`src/rtl/if_fetch_controller.sv`:
```
`default_nettype none
// ============================================================================
// Module   : if_fetch_controller
// Purpose  : Instruction-fetch sequencer for a variable-latency instruction
//            memory with a req/ready handshake. Owns the fetch PC, keeps at
//            most one request outstanding, buffers returned words in a
//            2-entry queue and handles branch redirects, including redirects
//            that arrive while a request is still in flight.
// Revision : 1.0 - initial release
// ----------------------------------------------------------------------------
// Ports
//   clk           in   1        clock, rising edge
//   rst           in   1        synchronous active-high reset
//   freeze        in   1        downstream stall, head entry is not consumed
//   branch_taken  in   1        redirect fetch to branch_addr, flush queue
//   branch_addr   in   ADDR_W   redirect target
//   mem_req       out  1        request to instruction memory
//   mem_addr      out  ADDR_W   request address (held until mem_ready)
//   mem_ready     in   1        memory completes the current request
//   mem_rdata     in   INSTR_W  returned instruction word
//   valid_out     out  1        head entry presented
//   pc_out        out  ADDR_W   address of head instruction + PC_STEP
//   instruction   out  INSTR_W  head instruction word
//   busy          out  1        request outstanding or stale data pending
// ============================================================================
module if_fetch_controller #(
    parameter int unsigned            ADDR_W   = 32,
    parameter int unsigned            INSTR_W  = 32,
    parameter logic [ADDR_W-1:0]      RESET_PC = '0,
    parameter int unsigned            PC_STEP  = 4
) (
    input  logic               clk,
    input  logic               rst,
    input  logic               freeze,
    input  logic               branch_taken,
    input  logic [ADDR_W-1:0]  branch_addr,
    output logic               mem_req,
    output logic [ADDR_W-1:0]  mem_addr,
    input  logic               mem_ready,
    input  logic [INSTR_W-1:0] mem_rdata,
    output logic               valid_out,
    output logic [ADDR_W-1:0]  pc_out,
    output logic [INSTR_W-1:0] instruction,
    output logic               busy
);

    localparam logic [ADDR_W-1:0] c_pc_step = ADDR_W'(PC_STEP);

    typedef enum logic [0:0] {
        ST_FETCH = 1'b0,
        ST_DROP  = 1'b1
    } state_t;

    state_t              r_state;
    logic [ADDR_W-1:0]   r_fetch_pc;
    logic [ADDR_W-1:0]   r_target;
    logic                r_mem_req;

    logic [ADDR_W-1:0]   r_q_pc    [2];
    logic [INSTR_W-1:0]  r_q_instr [2];
    logic                r_rd_ptr;
    logic                r_wr_ptr;
    logic [1:0]          r_count;

    logic                w_accept;
    logic                w_push;
    logic                w_pop;
    logic [1:0]          w_next_count;

    assign w_accept = r_mem_req & mem_ready;
    // Data returned in DROP or together with a branch belongs to the old path.
    assign w_push   = (r_state == ST_FETCH) & w_accept & ~branch_taken;
    assign w_pop    = valid_out & ~freeze & ~branch_taken;

    always_comb begin
        w_next_count = r_count;
        if (branch_taken) begin
            w_next_count = 2'd0;
        end else begin
            case ({w_push, w_pop})
                2'b10:   w_next_count = r_count + 2'd1;
                2'b01:   w_next_count = r_count - 2'd1;
                default: w_next_count = r_count;
            endcase
        end
    end

    always_ff @(posedge clk) begin
        if (rst) begin
            r_state    <= ST_FETCH;
            r_fetch_pc <= RESET_PC;
            r_target   <= RESET_PC;
            r_mem_req  <= 1'b0;
            r_rd_ptr   <= 1'b0;
            r_wr_ptr   <= 1'b0;
            r_count    <= 2'd0;
        end else begin
            // Queue side
            if (branch_taken) begin
                r_rd_ptr <= 1'b0;
                r_wr_ptr <= 1'b0;
            end else begin
                if (w_push) begin
                    r_q_pc[r_wr_ptr]    <= r_fetch_pc + c_pc_step;
                    r_q_instr[r_wr_ptr] <= mem_rdata;
                    r_wr_ptr            <= ~r_wr_ptr;
                end
                if (w_pop) begin
                    r_rd_ptr <= ~r_rd_ptr;
                end
            end
            r_count <= w_next_count;

            // Memory side
            if (r_mem_req & ~mem_ready) begin
                // Request in flight: address and req stay frozen. A branch
                // here can only be remembered until the stale data returns.
                r_mem_req <= 1'b1;
                if (branch_taken) begin
                    r_target <= branch_addr;
                    r_state  <= ST_DROP;
                end
            end else begin
                // Idle or request accepted this cycle. DROP always has a
                // request up, so reaching here in DROP means the stale word
                // has just been consumed. A live branch beats the target.
                if (branch_taken) begin
                    r_fetch_pc <= branch_addr;
                end else if (r_state == ST_DROP) begin
                    r_fetch_pc <= r_target;
                end else if (w_accept) begin
                    r_fetch_pc <= r_fetch_pc + c_pc_step;
                end
                r_state <= ST_FETCH;
                // Issue only when a slot is guaranteed free at response time;
                // the queue can only drain while the request is pending.
                r_mem_req <= (w_next_count < 2'd2);
            end
        end
    end

    assign mem_req     = r_mem_req;
    assign mem_addr    = r_fetch_pc;
    assign valid_out   = (r_count != 2'd0);
    assign pc_out      = valid_out ? r_q_pc[r_rd_ptr]    : '0;
    assign instruction = valid_out ? r_q_instr[r_rd_ptr] : '0;
    assign busy        = r_mem_req | (r_state == ST_DROP);

endmodule
`default_nettype wire

```
`config.mk`:
```
export PLATFORM = sky130hd
export DESIGN_NAME = if_fetch_controller
export DESIGN_NICKNAME = d
export VERILOG_FILES = /design/src/rtl/if_fetch_controller.sv
export SDC_FILE = /design/constraint.sdc
export NUM_CORES = 1
export LEC_CHECK = 0
export ABC_CLOCK_PERIOD_IN_PS = 5400
export CAP_MARGIN = 20
export CORE_MARGIN = 1.5
export CORE_UTILIZATION = 30
export CTS_BUF_LIST = sky130_fd_sc_hd__clkbuf_8
export DETAILED_ROUTE_END_ITERATION = 6
export PLACE_DENSITY_LB_ADDON = 0.08
export SETUP_SLACK_MARGIN = 0.5
export SLEW_MARGIN = 5
export SYNTH_ARGS = -nofsm -noshare
export SYNTH_HDL_FRONTEND = slang
export SYNTH_SLANG_ARGS = --single-unit
```
`constraint.sdc`:
```
create_clock -name clk -period 5.4 [get_ports clk]
set_clock_uncertainty 0.1 [all_clocks]
set_input_delay 0.81 -clock clk [delete_from_list [all_inputs] [get_ports clk]]
set_output_delay 0.81 -clock clk [all_outputs]
set_load 0.01 [all_outputs]
```
# [Yosys cells after proc, flatten, opt, wreduce, memory -nomap -nowiden]
# Memories as Yosys holds them, arrays and structs flattened. A register that Yosys moved wholly into a read port is not among the register bits.
# Cells that the tools add are included.
[word_totals] ff_bits=70 ramBits=128 inputBits=69 output_inout_bits=99 wordCells=51 memories=2
[memory_table] memory="r_q_instr" words=2 width=32 read_ports=1 rd_clocked_by_memory_dff=1 wr=1 line="60" rtl="logic [INSTR_W-1:0] r_q_instr [2];"
[memory_table] memory="r_q_pc" words=2 width=32 read_ports=1 rd_clocked_by_memory_dff=1 wr=1 line="59" rtl="logic [ADDR_W-1:0] r_q_pc [2];"
[op_classes] n_addsub=3 n_lt_le_gt_ge=1 n_eq_ne=2 mux=16 bitwise_logic=14 reduce_logical=6
[op_table] operator="$mux W32" count=5
[op_table] operator="$add A32 B3 Y32 const B" count=1
[op_table] operator="$mux W1" count=9
[op_table] operator="$not A1 Y1" count=7
[op_table] operator="$and A1 B1 Y1" count=6
[op_table] operator="$pmux W2 S2" count=1
[op_table] operator="$reduce_and A2 Y1" count=2
[op_table] operator="$reduce_or A2 Y1" count=2
[op_table] operator="$reduce_bool A3 Y1" count=1
[op_table] operator="$add A2 B1 Y2 const B" count=1
[op_table] operator="$eq A2 B1 Y1 const B" count=1
[op_table] operator="$eq A2 B2 Y1 const B" count=1
[op_table] operator="$lt A2 B2 Y1 const B" count=1
[op_table] operator="$mux W2" count=1
[op_table] operator="$reduce_bool A2 Y1" count=1
[op_table] operator="$sub A2 B1 Y2 const B" count=1
[op_table] operator="$or A1 B1 Y1" count=1

# [Depth between registers and ports, before layout]
[depth] ltp_word=8 depth_mapped=10 depth_no_buf=8

# [Worst setup path after synthesis]
# Ideal clock, no wire load.
[synth_path] kind="input port to flip-flop" start="input port branch_taken" end="memory r_q_instr[0][0] (enable)" setup_ns=0.487 arrival_time_ns=4.484 required_ns=4.813 slack_ns=0.329 path_stages=6 n_path_buf=2 cell_sequence="or2_2 > clkbuf_4 > nor2_2 > nand3_1 > clkbuf_1 > nor2_1"
[synth_via] elab_chain_len=6
[synth_rtl] element="start: declaration" line="35" rtl="input logic branch_taken,"
[synth_rtl] element="$not A1 Y1" line="72" rtl="assign w_push = (r_state == ST_FETCH) & w_accept & ~branch_taken;"
[synth_rtl] element="$and A1 B1 Y1" line="72"
[synth_rtl] element="$mux W1" line="103" rtl="if (w_push) begin"
[synth_rtl] element="$mux W1 (*)" line="99" rtl="if (branch_taken) begin"
[synth_rtl] element="$mux W1 (*)" line="89" rtl="if (rst) begin"
[synth_rtl] element="$mux W1 (not written as such) (*)" line="105" rtl="r_q_instr[r_wr_ptr] <= mem_rdata;"
[synth_rtl] element="end: declaration" line="60"
# Every way passes the cells marked *; elsewhere a longest branch is shown, timed or not.

==> metrics.md <==
| Metric | Value |
|---|---|
| #FFs+latches synth | `199` |
| CTS Hold Bufs | `0` |
| GPL Wtd Cong | `0.7776` |
| DP Cell Count | `1,293` |
| Multi-input gate area | `0.003183 sq mm` |
| CP arrival | `2.75 ns` |
| Peak VDD IR | `0.1125 mV` |
| PD cells | `265.1 mW/mm^2` |
| Via count | `6,368` |
| Reg2reg setup slack | `2.59 ns` |
| Yosys cell types | `59` |
| Lkg Pwr | `3.497 nW` |
| Inserted Diodes | `0` |
| Worst hold path type | `reg2reg` |
| Max-cap viol count | `0` |
| # port buffers | `167` |
| Largest net degree at the start of global routing | `71` |
| Number of synthesized flops with an enable pin | `128` |
| Die Span X | `173.5 um` |
| Vias per cell | `4.806` |
| Synth area leaders | `edfxtp_1 (44%), dfxtp_1 (16%), mux2i_1 (7.7%), nor2_1 (4.4%), nand2_1 (3.7%)` |
| CP Capture Type | `primary output` |
| Total Power | `2.961 mW` |
| Post-DP HPWL | `16,020 um` |
| Synth top cells by count | `edfxtp_1 (128), nor2_1 (103), nand2_1 (87)` |
| RSZ-0062 raised after global routing | `no` |
| Hold EP | `r_target[31]$_SDFFE_PP0P_` |
| Clock slew at reported path FFs | `0.10 ns` |
| Tightest Pin Transition | `1.079 ns` |
| DRC Markers | `0` |
| TritonCTS clock tree | `done` |
| Final nets | `999` |
| Final ANT Viol Nets | `0` |
| First-pass GRT wire length | `36,310 um` |
| Worst hold stages | `2` |
| Syn nets | `850` |
| Post-cts resize count | `0` |
| Final Setup Violations | `0` |
| Per-cell routed wire length | `17.83 um` |
| Worst reg-to-reg path cell count | `5` |
| Mapped Avg Cell Area | `11.19 sq um` |
| Initial Util | `0.3046` |
| Die Height | `173.5 um` |
| Drt first-iter violations | `460` |
| Register Area | `0.005269 sq mm` |
| Filler instances | `2,843` |
| Status | `complete, no violations` |
| Hold Violations, Final | `0` |
| R2R Path End | `r_q_pc[0][22]$_DFFE_PP_` |
| Synth area leader | `edfxtp_1` |
| TritonCTS Buffers | `17` |
| Rel. slew slack | `0.2804` |
| Setup TNS Final | `0 ns` |
| Post-Route Utilization | `0.3902` |
| Final Max Tran Viols | `0` |
| Clk_lat worst skew | `0.47 ns` |
| Initial antenna violation count | `0` |
| Htree depth | `4` |
| CP Launch Type | `flop` |
| Post-synth ARST share | `0` |
| Vias in the first global route | `6,034` |
| Top-count cell post-synth | `edfxtp_1` |
| Top FF cell, synth | `edfxtp_1` |
| Hold Path Origin | `r_target[31]$_SDFFE_PP0P_` |
| Final min period | `3.665 ns` |
| Mapped Area | `0.008720 sq mm` |
| WS Path Type | `reg2out` |
| # IOs | `168` |
| Final wirelength | `23,630 um` |
| Final worst-path cycle share | `0.6787` |
| Std cell rows | `62` |
| Cells after Synth | `779` |
| Share of layout cells above drive strength 1 | `0.07014` |
| CTS root buf | `clkbuf_8` |
| Final Non-Filler Cells | `1,325` |
| Core area | `0.02863 sq mm` |
| Total grt overflow | `0` |
| Max Fclk | `272.9 MHz` |
| Synth warn | `0` |
| All-layer global routing usage | `0.1575` |
| WP data required | `4.49 ns` |
| Area added between synthesis and finish | `28.08%` |
| Clock sinks | `199` |
| Die area | `0.03010 sq mm` |
| RR Startpoint | `r_state$_SDFFE_PP0P_` |
| Clk buf depth | `2` |
| Post-synth top area share | `0.4408` |
| Seq/Total Area, Yosys | `0.6038` |
| Setup Buffers After CTS | `0` |
| CP max FO | `41` |
| Pre-antenna DRT Iters | `5` |
worst max path at each step:
stage	cells after the start	endpoint	slack (ns)	start
2_1_floorplan	6	r_q_instr[0][0]$_DFFE_PP_	0.33	branch_taken
3_3_place_gp	6	r_q_instr[1][15]$_DFFE_PP_	2.00	branch_taken
3_5_place_dp	6	r_q_instr[1][15]$_DFFE_PP_	1.96	branch_taken
4_1_cts	4	instruction[11]	1.63	flop
5_1_grt	4	instruction[11]	1.53	flop
6_report	4	instruction[11]	1.74	flop
power breakdown:
part | switching (mW) | leakage (nW) | internal (mW)
clock network | 0.585 | 0.195 | 0.345
logic | 0.159 | 1.56 | 0.155
registers | 0.0545 | 1.74 | 1.66
total | 0.798 | 3.50 | 2.16
layer usage:
metal / wire length, um / global-route usage
met1: 11610 / 0.2293
met2: 10700 / 0.2390
met3: 1036 / 0.03246
met4: 284 / 0.03768
met5: 0 / 0
critical path, stage by stage, from the launching register on:
cell,delay (ns)
dfxtp_4,0.85
buf_4,0.52
mux2i_1,0.34
nor2_1,0.07
clkdlybuf4s50_1,0.48
through the flow:
step,hold WS (ns),setup slack [ns],area [sq um]
6_report,0.3587,1.735,11170
5_1_grt,0.3816,1.530,11170
4_1_cts,0.3591,1.628,11170
3_5_place_dp,0.3438,1.959,10780
3_3_place_gp,0.3415,2.003,10760
2_1_floorplan,0.3292,0.3295,8720
flip-flops by register name (all words and copies together), names as in the netlist, named ones only:
| register | flops |
|---|---|
| r_count | 2 |
| r_state | 1 |
| r_target | 32 |
| r_q_instr | 64 |
| mem_req | 1 |
| r_q_pc | 64 |
| r_rd_ptr | 1 |
| r_wr_ptr | 1 |
| mem_addr | 32 |
final cells by class:
cell class | count | share of cell area
Sequential cell | 199 | 0.4718
Tap cell | 384 | 0.04302
Inverter | 11 | 0.003697
Clock inverter | 15 | 0.01400
Clock buffer | 17 | 0.02095
Timing Repair Buffer | 181 | 0.1616
Multi-Input combinational cell | 518 | 0.2850
layout by cell type (no fill, tap or decap), drive strengths merged, types with 9 or more instances in the layout:
master,n
dfxtp,71
a21oi,52
clkdlybuf4s50,165
o21ai,22
inv,17
xnor2,26
nand3,25
nand2,89
nor3,10
nor2,105
o311ai,9
nand4,13
edfxtp,128
mux2i,67
a221oi,14
buf,16
clkbuf,17
cell families after synthesis:
group | share of synthesized area
mux | 0.07691
buf+inv | 0.03401
flops | 0.6038
simple gates | 0.1411
fa+ha+maj | 0.002869
compound gates | 0.1082
xor+xnor | 0.03315
Note: power is estimated with default switching activity, not from simulation.
